--- src/rtl/rot_tile_buf.sv ---
// Ping-pong tile buffer that rotates square pixel tiles by 0/90/180/270 degrees.
// Two banks alternate between filling from the write stream and draining rotated through a 2-stage read pipe.
module rot_tile_buf #(
   parameter int PIX_W = 8,
   parameter int TILE  = 4
) (
   input  logic             I_HCLK,
   input  logic             I_RESET,
   input  logic             I_START,
   input  logic             I_DIRECTION,
   input  logic [1:0]       I_DEGREES,
   input  logic [15:0]      I_NUM_TILES,
   input  logic             I_WR_VALID,
   input  logic [PIX_W-1:0] I_WR_DATA,
   output logic             O_WR_READY,
   output logic             O_RD_VALID,
   output logic [PIX_W-1:0] O_RD_DATA,
   input  logic             I_RD_READY,
   output logic             O_BUSY,
   output logic             O_DONE
);

   localparam int NPIX = TILE * TILE;
   localparam int TW   = $clog2(TILE);
   localparam int AW   = 2 * TW;
   localparam logic [AW-1:0] PIX_LAST = AW'(NPIX - 1);

   typedef enum logic {ST_IDLE, ST_RUN} state_t;

   state_t            state_q, state_d;
   logic [1:0]        eff_q, eff_d;
   logic [15:0]       num_q, num_d;
   logic [1:0]        full_q, full_d;
   logic              wr_bank_q, wr_bank_d;
   logic [AW-1:0]     wr_cnt_q, wr_cnt_d;
   logic [15:0]       tiles_wr_q, tiles_wr_d;
   logic              iss_bank_q, iss_bank_d;
   logic [AW-1:0]     iss_cnt_q, iss_cnt_d;
   logic              s1_valid_q, s1_valid_d;
   logic [AW:0]       s1_addr_q, s1_addr_d;
   logic              out_valid_q, out_valid_d;
   logic [PIX_W-1:0]  out_data_q;
   logic              rel_bank_q, rel_bank_d;
   logic [AW-1:0]     rel_cnt_q, rel_cnt_d;
   logic [15:0]       tiles_rd_q, tiles_rd_d;
   logic              done_q, done_d;

   logic [PIX_W-1:0]  bank_mem [2*NPIX];

   logic              wr_ready, wr_fire, wr_last;
   logic              adv, issue, iss_last;
   logic              rd_fire, rel_last;
   logic [TW-1:0]     i_idx, j_idx, src_r, src_c;

   assign wr_ready = (state_q == ST_RUN) && !full_q[wr_bank_q] && (tiles_wr_q < num_q);
   assign wr_fire  = wr_ready && I_WR_VALID;
   assign wr_last  = (wr_cnt_q == PIX_LAST);
   // The read pipe only advances when the output slot is empty or being taken.
   assign adv      = !out_valid_q || I_RD_READY;
   assign issue    = adv && (state_q == ST_RUN) && full_q[iss_bank_q];
   assign iss_last = (iss_cnt_q == PIX_LAST);
   assign rd_fire  = out_valid_q && I_RD_READY;
   assign rel_last = (rel_cnt_q == PIX_LAST);

   // TILE is a power of two, so TILE-1-x is the bitwise complement of x.
   always_comb begin
      i_idx = iss_cnt_q[AW-1:TW];
      j_idx = iss_cnt_q[TW-1:0];
      src_r = i_idx;
      src_c = j_idx;
      case (eff_q)
         2'd1: begin src_r = ~j_idx; src_c = i_idx;  end
         2'd2: begin src_r = ~i_idx; src_c = ~j_idx; end
         2'd3: begin src_r = j_idx;  src_c = ~i_idx; end
         default: ;
      endcase
   end

   genvar gi;
   generate
      for (gi = 0; gi < 2; gi++) begin : g_full
         logic set_full, clr_full;
         assign set_full   = wr_fire && wr_last && (wr_bank_q == 1'(gi));
         assign clr_full   = rd_fire && rel_last && (rel_bank_q == 1'(gi));
         assign full_d[gi] = (full_q[gi] | set_full) & ~clr_full;
      end
   endgenerate

   always_comb begin
      state_d     = state_q;
      eff_d       = eff_q;
      num_d       = num_q;
      wr_bank_d   = wr_bank_q;
      wr_cnt_d    = wr_cnt_q;
      tiles_wr_d  = tiles_wr_q;
      iss_bank_d  = iss_bank_q;
      iss_cnt_d   = iss_cnt_q;
      s1_valid_d  = s1_valid_q;
      s1_addr_d   = s1_addr_q;
      out_valid_d = out_valid_q;
      rel_bank_d  = rel_bank_q;
      rel_cnt_d   = rel_cnt_q;
      tiles_rd_d  = tiles_rd_q;
      done_d      = 1'b0;

      case (state_q)
         ST_IDLE: begin
            if (I_START) begin
               eff_d      = I_DIRECTION ? (2'd0 - I_DEGREES) : I_DEGREES;
               num_d      = I_NUM_TILES;
               tiles_wr_d = '0;
               tiles_rd_d = '0;
               wr_bank_d  = 1'b0;
               wr_cnt_d   = '0;
               iss_bank_d = 1'b0;
               iss_cnt_d  = '0;
               rel_bank_d = 1'b0;
               rel_cnt_d  = '0;
               if (I_NUM_TILES == 16'd0) done_d = 1'b1;
               else                      state_d = ST_RUN;
            end
         end
         ST_RUN: begin
            if (rd_fire && rel_last && ((tiles_rd_q + 16'd1) == num_q)) begin
               state_d = ST_IDLE;
               done_d  = 1'b1;
            end
         end
         default: state_d = ST_IDLE;
      endcase

      if (wr_fire) begin
         wr_cnt_d = wr_cnt_q + 1'b1;
         if (wr_last) begin
            wr_bank_d  = ~wr_bank_q;
            tiles_wr_d = tiles_wr_q + 16'd1;
         end
      end

      if (adv) begin
         s1_valid_d  = issue;
         out_valid_d = s1_valid_q;
      end
      if (issue) begin
         s1_addr_d = {iss_bank_q, src_r, src_c};
         iss_cnt_d = iss_cnt_q + 1'b1;
         if (iss_last) iss_bank_d = ~iss_bank_q;
      end

      if (rd_fire) begin
         rel_cnt_d = rel_cnt_q + 1'b1;
         if (rel_last) begin
            rel_bank_d = ~rel_bank_q;
            tiles_rd_d = tiles_rd_q + 16'd1;
         end
      end
   end

   always_ff @(posedge I_HCLK) begin
      if (I_RESET) begin
         state_q     <= ST_IDLE;
         eff_q       <= 2'd0;
         num_q       <= '0;
         full_q      <= '0;
         wr_bank_q   <= 1'b0;
         wr_cnt_q    <= '0;
         tiles_wr_q  <= '0;
         iss_bank_q  <= 1'b0;
         iss_cnt_q   <= '0;
         s1_valid_q  <= 1'b0;
         s1_addr_q   <= '0;
         out_valid_q <= 1'b0;
         rel_bank_q  <= 1'b0;
         rel_cnt_q   <= '0;
         tiles_rd_q  <= '0;
         done_q      <= 1'b0;
      end else begin
         state_q     <= state_d;
         eff_q       <= eff_d;
         num_q       <= num_d;
         full_q      <= full_d;
         wr_bank_q   <= wr_bank_d;
         wr_cnt_q    <= wr_cnt_d;
         tiles_wr_q  <= tiles_wr_d;
         iss_bank_q  <= iss_bank_d;
         iss_cnt_q   <= iss_cnt_d;
         s1_valid_q  <= s1_valid_d;
         s1_addr_q   <= s1_addr_d;
         out_valid_q <= out_valid_d;
         rel_bank_q  <= rel_bank_d;
         rel_cnt_q   <= rel_cnt_d;
         tiles_rd_q  <= tiles_rd_d;
         done_q      <= done_d;
      end
   end

   always_ff @(posedge I_HCLK) begin
      if (wr_fire) bank_mem[{wr_bank_q, wr_cnt_q}] <= I_WR_DATA;
   end

   // Registered read doubles as the output holding register during stalls.
   always_ff @(posedge I_HCLK) begin
      if (I_RESET)                out_data_q <= '0;
      else if (adv && s1_valid_q) out_data_q <= bank_mem[s1_addr_q];
   end

   assign O_WR_READY = wr_ready;
   assign O_RD_VALID = out_valid_q;
   assign O_RD_DATA  = out_data_q;
   assign O_BUSY     = (state_q == ST_RUN);
   assign O_DONE     = done_q;

endmodule

--- config.mk ---
export PLATFORM = sky130hd
export DESIGN_NAME = rot_tile_buf
export DESIGN_NICKNAME = d
export VERILOG_FILES = /design/src/rtl/rot_tile_buf.sv
export SDC_FILE = /design/constraint.sdc
export NUM_CORES = 1
export LEC_CHECK = 0
export CORE_MARGIN = 5
export CORE_UTILIZATION = 40
export CTS_BUF_LIST = sky130_fd_sc_hd__clkbuf_4 sky130_fd_sc_hd__clkbuf_8 sky130_fd_sc_hd__clkbuf_16
export CTS_CLUSTER_SIZE = 25
export DETAILED_ROUTE_END_ITERATION = 8
export MAX_ROUTING_LAYER = met4
export PLACE_DENSITY_LB_ADDON = 0.2
export SYNTH_ARGS = -nofsm -noshare
export SYNTH_HDL_FRONTEND = slang
export SYNTH_SLANG_ARGS = --single-unit
--- constraint.sdc ---
create_clock -name I_HCLK -period 3.55 [get_ports I_HCLK]
set_clock_uncertainty 0.2 [all_clocks]
set_input_delay 0.355 -clock I_HCLK [delete_from_list [all_inputs] [get_ports I_HCLK]]
set_output_delay 0.355 -clock I_HCLK [all_outputs]
set_load 0.02 [all_outputs]
Word level (Yosys, flattened, before mapping)
Memories as Yosys holds them, arrays and structs flattened. A register that Yosys moved wholly into a read port is not among the register bits. Cells that the tools add are included.

Input port bits: 32. Bits in registers: 76. Memories kept: 1. Logic and storage cells: 115. Bits in writable memories: 256.

Memories: bank_mem (words 32, bits a word 8, read ports 1, clocked after Yosys merged registers in 1, write ports 1, line 48) `logic [PIX_W-1:0] bank_mem [2*NPIX];`.

Multiplexer cells: 42. Magnitude comparators: 3. Add/subtract/negate cells: 6. Bitwise operators: 12. Reduce and logical (&&, ||, !) cells: 25. Eq/ne operators: 10.

Operators with widths (count): 16-bit 2-to-1 mux (8); 16-bit by 1-bit adder with 16-bit output (second input constant) (2); 1-bit 2-to-1 mux (24); 4-bit 2-to-1 mux (5); 16-bit == test (1); 16-bit zero test (1); 16-bit < comparator (1); 1-bit logical AND (14); 4-bit by 1-bit adder with 4-bit output (second input constant) (3); 4-bit == test (second input constant) (3); 2-bit one-hot mux with 3 select lines (2); 2-bit AND reduction (4); 2-bit by 1-bit != test with 1-bit output (second input constant) (3); 1-bit inverter (6); 2-bit nonzero test (3); 2-bit == test (second input constant) (2); 1-bit by 2-bit < comparator with 1-bit output (second input constant) (2); 2-bit inverter (2); 1-bit one-hot mux with 2 select lines (2); 1-bit bitwise AND (2); 2-bit by 1-bit == test with 1-bit output (second input constant) (1); 1-bit zero test (2); 2-bit 2-to-1 mux (1); 1-bit OR (2); 2 further kinds (2).

Depth between registers and ports, before layout
Gate-level depths: netlist (run 1).

Word-level depth: 10. Mapped depth: 10.

Worst setup path before layout (run 1)
Ideal clock, no wire load.

Path type: flip-flop to flip-flop. From: register num_q[9]. To: memory bank_mem[15][0] (enable). Cell stages (with the launch flop): 9. Data arrival time: 2.612 ns. Required time: 2.962 ns. Slack: 0.350 ns. Buffers on the path: 1. Cells stage by stage: dfxtp_1 inv_1 ha_1 a21o_1 a221o_1 a2111oi_4 nand3_2 buf_2 nor3_1.

Word-level cells in the longest chain between the ends: 5.

Ends and longest elaborated chain: start, declared (line 32) `logic [15:0] num_q, num_d;`; start signal, assigned (line 180) `num_q <= num_d;`; 16-bit < comparator (line 55) `assign wr_ready = (state_q == ST_RUN) && !full_q[wr_bank_q] && (tiles_wr_q < num_q);`; 1-bit logical AND (line 55); 1-bit logical AND (line 56) `assign wr_fire = wr_ready && I_WR_VALID;`; 1-bit 2-to-1 mux (line 198) `if (wr_fire) bank_mem[{wr_bank_q, wr_cnt_q}] <= I_WR_DATA;`; 1-bit 2-to-1 mux (implied by the code) (line 198); end, declared (line 48).

Every way passes these cells.

Worst setup path after layout (run 1)
From: register num_q[12]. To: output O_WR_READY.

Word-level cells in the longest chain between the ends: 2.

Ends and longest elaborated chain: 16-bit < comparator (line 55); 1-bit logical AND (line 55); end, declared (line 15) `output logic O_WR_READY,`.

Every way passes these cells.

==> results of run 1 <==
[flip-flops by register name, summed over array words and instances (netlist names), 2 cells and up]
name,cells
bank_mem,256
wr_cnt_q,4
tiles_rd_q,16
full_q,2
num_q,16
s1_addr_q,5
eff_q,2
tiles_wr_q,16
rel_cnt_q,4
iss_cnt_q,4
O_RD_DATA,8
[placed cells by master, fill, tap and decap left out, types with 35 or more instances in the layout]
master,n
a21oi_1,82
nor2_1,55
nand2_1,73
clkbuf_16,38
clkdlybuf4s50_1,36
and3_1,35
dfxtp_1,81
edfxtp_1,256
mux4_2,64
[layout make-up]
class	count	area [um2]
Clock buffer	48	1030
Clock inverter	19	169
Fill cell	3172	19500
Inverter	26	97.6
Multi-Input combinational cell	624	4900
Sequential cell	340	9380
Tap cell	468	586
Timing Repair Buffer	73	674
[routing by layer]
metal | vias to the layer above | track usage, % | part of all wire, %
met5 | - | - | 0
met4 | 0 | 5.03 | 2.3
met3 | 50 | 3.11 | 6.1
met2 | 289 | 26.4 | 45
met1 | 4420 | 25.3 | 47
li1 | 4165 | - | -
[repair_timing]
item | 4_1_cts | 5_1_grt
pin swaps | 0 | 0
setup buffers | 0 | 0
setup endpoints to repair | 1 | 1
resized for setup | 1 | 1
[how the worst min path moves through the flow]
stage | start | end | slack [ns] | cells past startpoint
after floorplan | s1_valid_q | O_RD_VALID | 0.23 | 2
after global placement | s1_valid_q | O_RD_VALID | 0.27 | 2
after detailed placement | s1_valid_q | O_RD_VALID | 0.27 | 2
after CTS | I_RESET | tiles_wr_q[10] | 0.13 | 2
after global routing | I_RESET | tiles_wr_q[10] | 0.16 | 2
final | I_RESET | tiles_wr_q[10] | 0.15 | 2
[power by group through the flow]
stage	logic (uW)	clock network, uW	registers (uW)
final	286	3780	4310
after global routing	313	4050	4310
after CTS	285	3870	4310
after detailed placement	287	0	4390
after global placement	285	0	4390
after floorplan	135	0	4380
[worst max-delay path, stage by stage, from the launching register on]
cell and delay [ns]:
dfxtp_1 0.42, inv_1 0.07, ha_1 0.28, and4_1 0.27, nand4_1 0.15, or4_4 0.60, nand3_1 0.10, nor2_1 0.06
dlygate4sd2_1 0.33
[per-stage QoR]
stage	area (um2)	power (uW)	utilization, %
global placement	15600	4670	43.0
detailed placement	15600	4680	43.0
floorplan	14700	4520	-
CTS	16800	8460	46.3
global route	16800	8670	46.3
finish	16800	8370	46.3
[cell families after synthesis]
kind of cell | count (synthesis) | share of synthesized area, %
simple gates | 317 | 11.2
mux | 89 | 11.6
flops | 340 | 63.9
compound gates | 173 | 7.36
buf+inv | 94 | 2.62
xor+xnor | 22 | 1.32
fa+ha+maj | 23 | 1.96
==> impl_metrics.py, run 1 <==
metrics = {
    "synth": {
        "netlist.area_leader.share_pct": 52.5,
        "yosysMostFrequentCell": "edfxtp_1",
        "syn_area_um2": 14700,
        "syn_nets": 1113,
        "syn_inst": 1058,
        "ys_ff_latch": 340,
        "yosys_warnings": 0,
        "synth_top_cells_by_count": "256 x edfxtp_1, 84 x dfxtp_1, 82 x a21oi_1, 73 x nand2_1, 64 x mux4_2",
        "synth_area_per_cell_um2": 13.8,
        "yosysUniqueCellTypes": 57,
        "synth_top_area_cell": "edfxtp_1",
        "synth_edf_count": 256,
        "synth_flop_cell": "edfxtp_1",
        "async_reset_ff_share_pct": 0,
        "seq_area_frac_synth_pct": 63.9,
        "yosys-top-cells-area": "edfxtp_1 52%, dfxtp_1 11%, mux4_2 9.8%, a21oi_1 2.8%, ha_1 2.0%",
    },
    "grt": {
        "grt_max_degree": 56,
        "grt_pass1_vias": 8885,
        "grt.overflow.total": 0,
        "antenna_found_initial": 0,
        "grt_usage_pct": 17.7,
        "grt_pass1_wl_um": 54400,
    },
    "placed_design": {
        "placedCellCount": 1531,
        "io_buffers": 43,
        "hpwlAfterDp_um": 22300,
        "dp_slack_ns": 0.376,
        "place_congestion": 0.810,
    },
    "floorplan": {
        "dieWidth_um": 201,
        "io_pins": 44,
        "fp.coreArea_um2": 36300,
        "rows": 70,
        "die_area_um2": 40600,
        "start_util_pct": 40.3,
        "fp.dieH_um": 201,
    },
    "worst_setup_path": {
        "r2r_slack_ns": 0.36,
        "critical_path.max_fanout": 6,
        "regToRegEndpoint": "tiles_wr_q[11]",
        "critical_path_class": "register to primary output",
        "r2r_start": "num_q[9]",
        "cp-start-kind": "register",
        "cp-endpoint": "O_WR_READY",
        "critPathCaptureType": "primary output",
        "worstPathRequired_ns": 2.99,
        "critPathLaunch": "num_q[12]",
        "cp.arrival_ns": 2.82,
        "worst-r2r-cell-count": 8,
    },
    "clock_tree": {
        "clock-sinks": 340,
        "cts-root-buf": "clkbuf_16",
        "insertion_delay_ns": 0.55,
        "cts_tree": "built",
        "cts_inserted_buffers": 38,
        "cts_max_level": 2,
        "clk_pin_slew_ns": 0.06,
        "cts-hold-fix-buffers": 0,
        "max-clock-path-buffers": 3,
    },
    "timing": {
        "grt_setup_unrepaired": "false",
        "tightest_slew_ns": 0.854,
        "max-slew-margin-rel_pct": 43.1,
        "period_needed_ns": 3.37,
        "finalHoldViolations": 0,
        "report.final.slew_viol_count": 0,
        "fmaxAchievable_mhz": 297,
        "timing.hold.ws_ns": 0.151,
        "finalSetupTns_ns": 0,
        "setup_slack_ns": 0.178,
        "setup_violations": 0,
        "period_share_pct": 95.0,
    },
    "power_and_ir_drop": {
        "pwr-share-seq_pct": 51.4,
        "p_per_area_nw_per_um2": 498,
        "power_leakage_uw": 0.00536,
        "intPower_uw": 6590,
        "clkPwrFrac_pct": 45.2,
        "p_switching_uw": 1780,
        "swShare_pct": 21.3,
        "power_frac_comb_pct": 3.4,
        "ir_drop_mv": 0.361,
    },
    "layout": {
        "syn_to_final_growth_pct": 14.9,
        "nNetsFinal": 1158,
        "antenna_cells": 0,
        "stdcell_count": 1598,
        "drive_gt1_share_pct": 16.3,
    },
    "routing": {
        "drt-initial-drc-count": 715,
        "vias_per_cell": 5.58,
        "drtAntennaViolNets": 0,
        "wl_per_cell_um": 22.0,
        "vias": 8924,
        "firstDrtPassIters": 5,
        "drc": 0,
        "drt-total-wl_um": 35100,
    },
    "hold_path": {
        "min_path_type": "input pin to register",
    },
    "job": {
        "cap_violations": 0,
    },
    "run_status": {
        "status": "completed",
    },
}
No activity file was read; power rests on OpenSTA's default activity.
==> run 2, diff against run 1 <==
SETUP_SLACK_MARGIN = 0.4   (was unset)
clock period = 3.95 ns   (was 3.55 ns; I/O delays follow)
==> impl_metrics.py, run 2 (synthesis gave the netlist of run 1 again) <==
metrics = {
    "run_status": {
        "status": "completed",
    },
    "clock_tree": {
        "cts-hold-fix-buffers": 0,
        "clock-sinks": 340,
        "cts-root-buf": "clkbuf_16",
        "cts_tree": "built",
        "insertion_delay_ns": 0.53,
        "clk_pin_slew_ns": 0.06,
        "max-clock-path-buffers": 3,
        "cts_inserted_buffers": 38,
        "cts_max_level": 2,
    },
    "power_and_ir_drop": {
        "p_per_area_nw_per_um2": 459,
        "ir_drop_mv": 0.229,
        "power_leakage_uw": 0.00536,
    },
    "layout": {
        "antenna_cells": 0,
        "ff_latch_area_um2": 9380,
        "final_common_cell": "edfxtp_1",
        "nNetsFinal": 1151,
        "final_cell_mix": "256 x edfxtp_1, 82 x a21oi_1, 81 x dfxtp_1",
        "largest_reg_flops": 256,
        "multi_input_area_um2": 4900,
        "top_register": "bank_mem",
        "fillers": 3148,
        "syn_to_final_growth_pct": 15.1,
        "final_cell_area_um2": 16900,
        "drive_gt1_share_pct": 16.0,
    },
    "worst_setup_path": {
        "cp.arrival_ns": 2.80,
        "critical_path_class": "register to primary output",
        "slowest_stage": "or4_4",
        "critPathCaptureType": "primary output",
        "worst-r2r-cell-count": 7,
        "crit_path_cell_trace": "inv_1 -> ha_1 -> and4_1 -> nand4_1 -> or4_4 -> nand3_1 -> nor2_1 -> dlygate4sd2_1",
        "critPathMaxStageDelay_ns": 0.59,
        "cp-start-kind": "register",
        "critical_path.max_fanout": 6,
        "worstPathRequired_ns": 3.36,
    },
    "placed_design": {
        "hpwlAfterDp_um": 22500,
        "io_buffers": 43,
        "dpl_cell_area_um2": 15600,
        "dp_slack_ns": 0.583,
        "place_congestion": 0.884,
    },
    "timing": {
        "grt_setup_unrepaired": "false",
        "finalSetupTns_ns": 0,
        "max-slew-margin-rel_pct": 28.5,
        "period_needed_ns": 3.40,
        "setup_slack_ns": 0.551,
        "tightest_slew_ns": 1.07,
        "fmaxAchievable_mhz": 294,
        "report.final.slew_viol_count": 0,
        "setup_violations": 0,
        "finalHoldViolations": 0,
        "period_share_pct": 86.1,
    },
    "grt": {
        "grt_max_degree": 41,
        "grt_usage_pct": 17.5,
        "grt_pass1_vias": 8690,
        "antenna_found_initial": 0,
        "grt_pass1_wl_um": 53500,
        "grt.overflow.total": 0,
    },
    "floorplan": {
        "start_util_pct": 40.3,
        "dieWidth_um": 201,
        "fp.dieH_um": 201,
        "die_area_um2": 40600,
        "io_pins": 44,
        "fp.coreArea_um2": 36300,
        "rows": 70,
    },
    "routing": {
        "drtAntennaViolNets": 0,
        "wl_met3_um": 2000,
        "vias": 8927,
        "drt-initial-drc-count": 771,
        "vias_per_cell": 5.60,
        "wl_per_cell_um": 21.8,
        "route.met2.wl_um": 16000,
        "maxUsedRoutingLayer": "met4",
        "met1_length_um": 16000,
        "drt-total-wl_um": 34800,
        "drc": 0,
        "firstDrtPassIters": 5,
    },
    "hold_path": {
        "min_path_type": "input pin to register",
        "hold_depth": 2,
    },
    "job": {
        "cap_violations": 0,
    },
}
==> run 2: final timing paths <==
check	startpoint	end	slack, ns
max reg2reg	num_q[9]	bank_mem[11][6]	0.56
min reg2reg	num_q[9]	num_q[9]	0.28
min	I_RESET	tiles_rd_q[15]	0.21
max	num_q[12]	O_WR_READY	0.55
==> run 2: power breakdown <==
part | total, uW | internal [uW] | leakage, uW | switching (uW)
registers | 3870 | 3850 | 0.00298 | 15.5
logic | 254 | 84.9 | 0.00174 | 169
clock network | 3620 | 2180 | 0.000629 | 1440
total | 7740 | 6120 | 0.00536 | 1620
==> run 2: timing repair <==
item | in CTS | in global routing
setup buffers | 0 | 0
gates resized for setup | 1 | 1
setup endpoints to repair | 1 | 1
==> run 2: critical path, delay by kind of cell, from the launching register on <==
| kind | cells | cell delay [ns] |
|---|---|---|
| adders and majority gates | 1 | 0.28 |
| buffers and inverters | 2 | 0.41 |
| DFF | 1 | 0.41 |
| and+or+nand+nor | 5 | 1.17 |
==> run 2: final cells by class <==
cell class	instances	area share (%)
clock buffer	43	5.96
clock inverter	26	1.80
inverter	26	0.579
multi-input combinational	624	29.1
sequential	340	55.6
tap	468	3.47
timing repair buffer	66	3.51
==> run 2: per-layer routing <==
layer  GRT usage [%]  vias up
met5               -        -
met4            4.91        0
met3            2.76       53
met2            26.0      271
met1            25.2     4437
li1                -     4166
==> run 2: through the flow <==
stage	hold slack (ns)	util, %	power [uW]	std cells
finish	0.211	46.4	7740	1593
global route	0.251	46.4	8020	1593
CTS	0.198	46.4	7830	1593
detailed placement	0.273	42.8	4200	1524
global placement	0.259	42.8	4200	1524
floorplan	0.234	-	4060	1058
==> run 3, diff against run 2 <==
TNS_END_PERCENT = 20   (was unset)
==> results of run 3 <==
No change in the layout: final DEF, timing and power equal those of run 2.
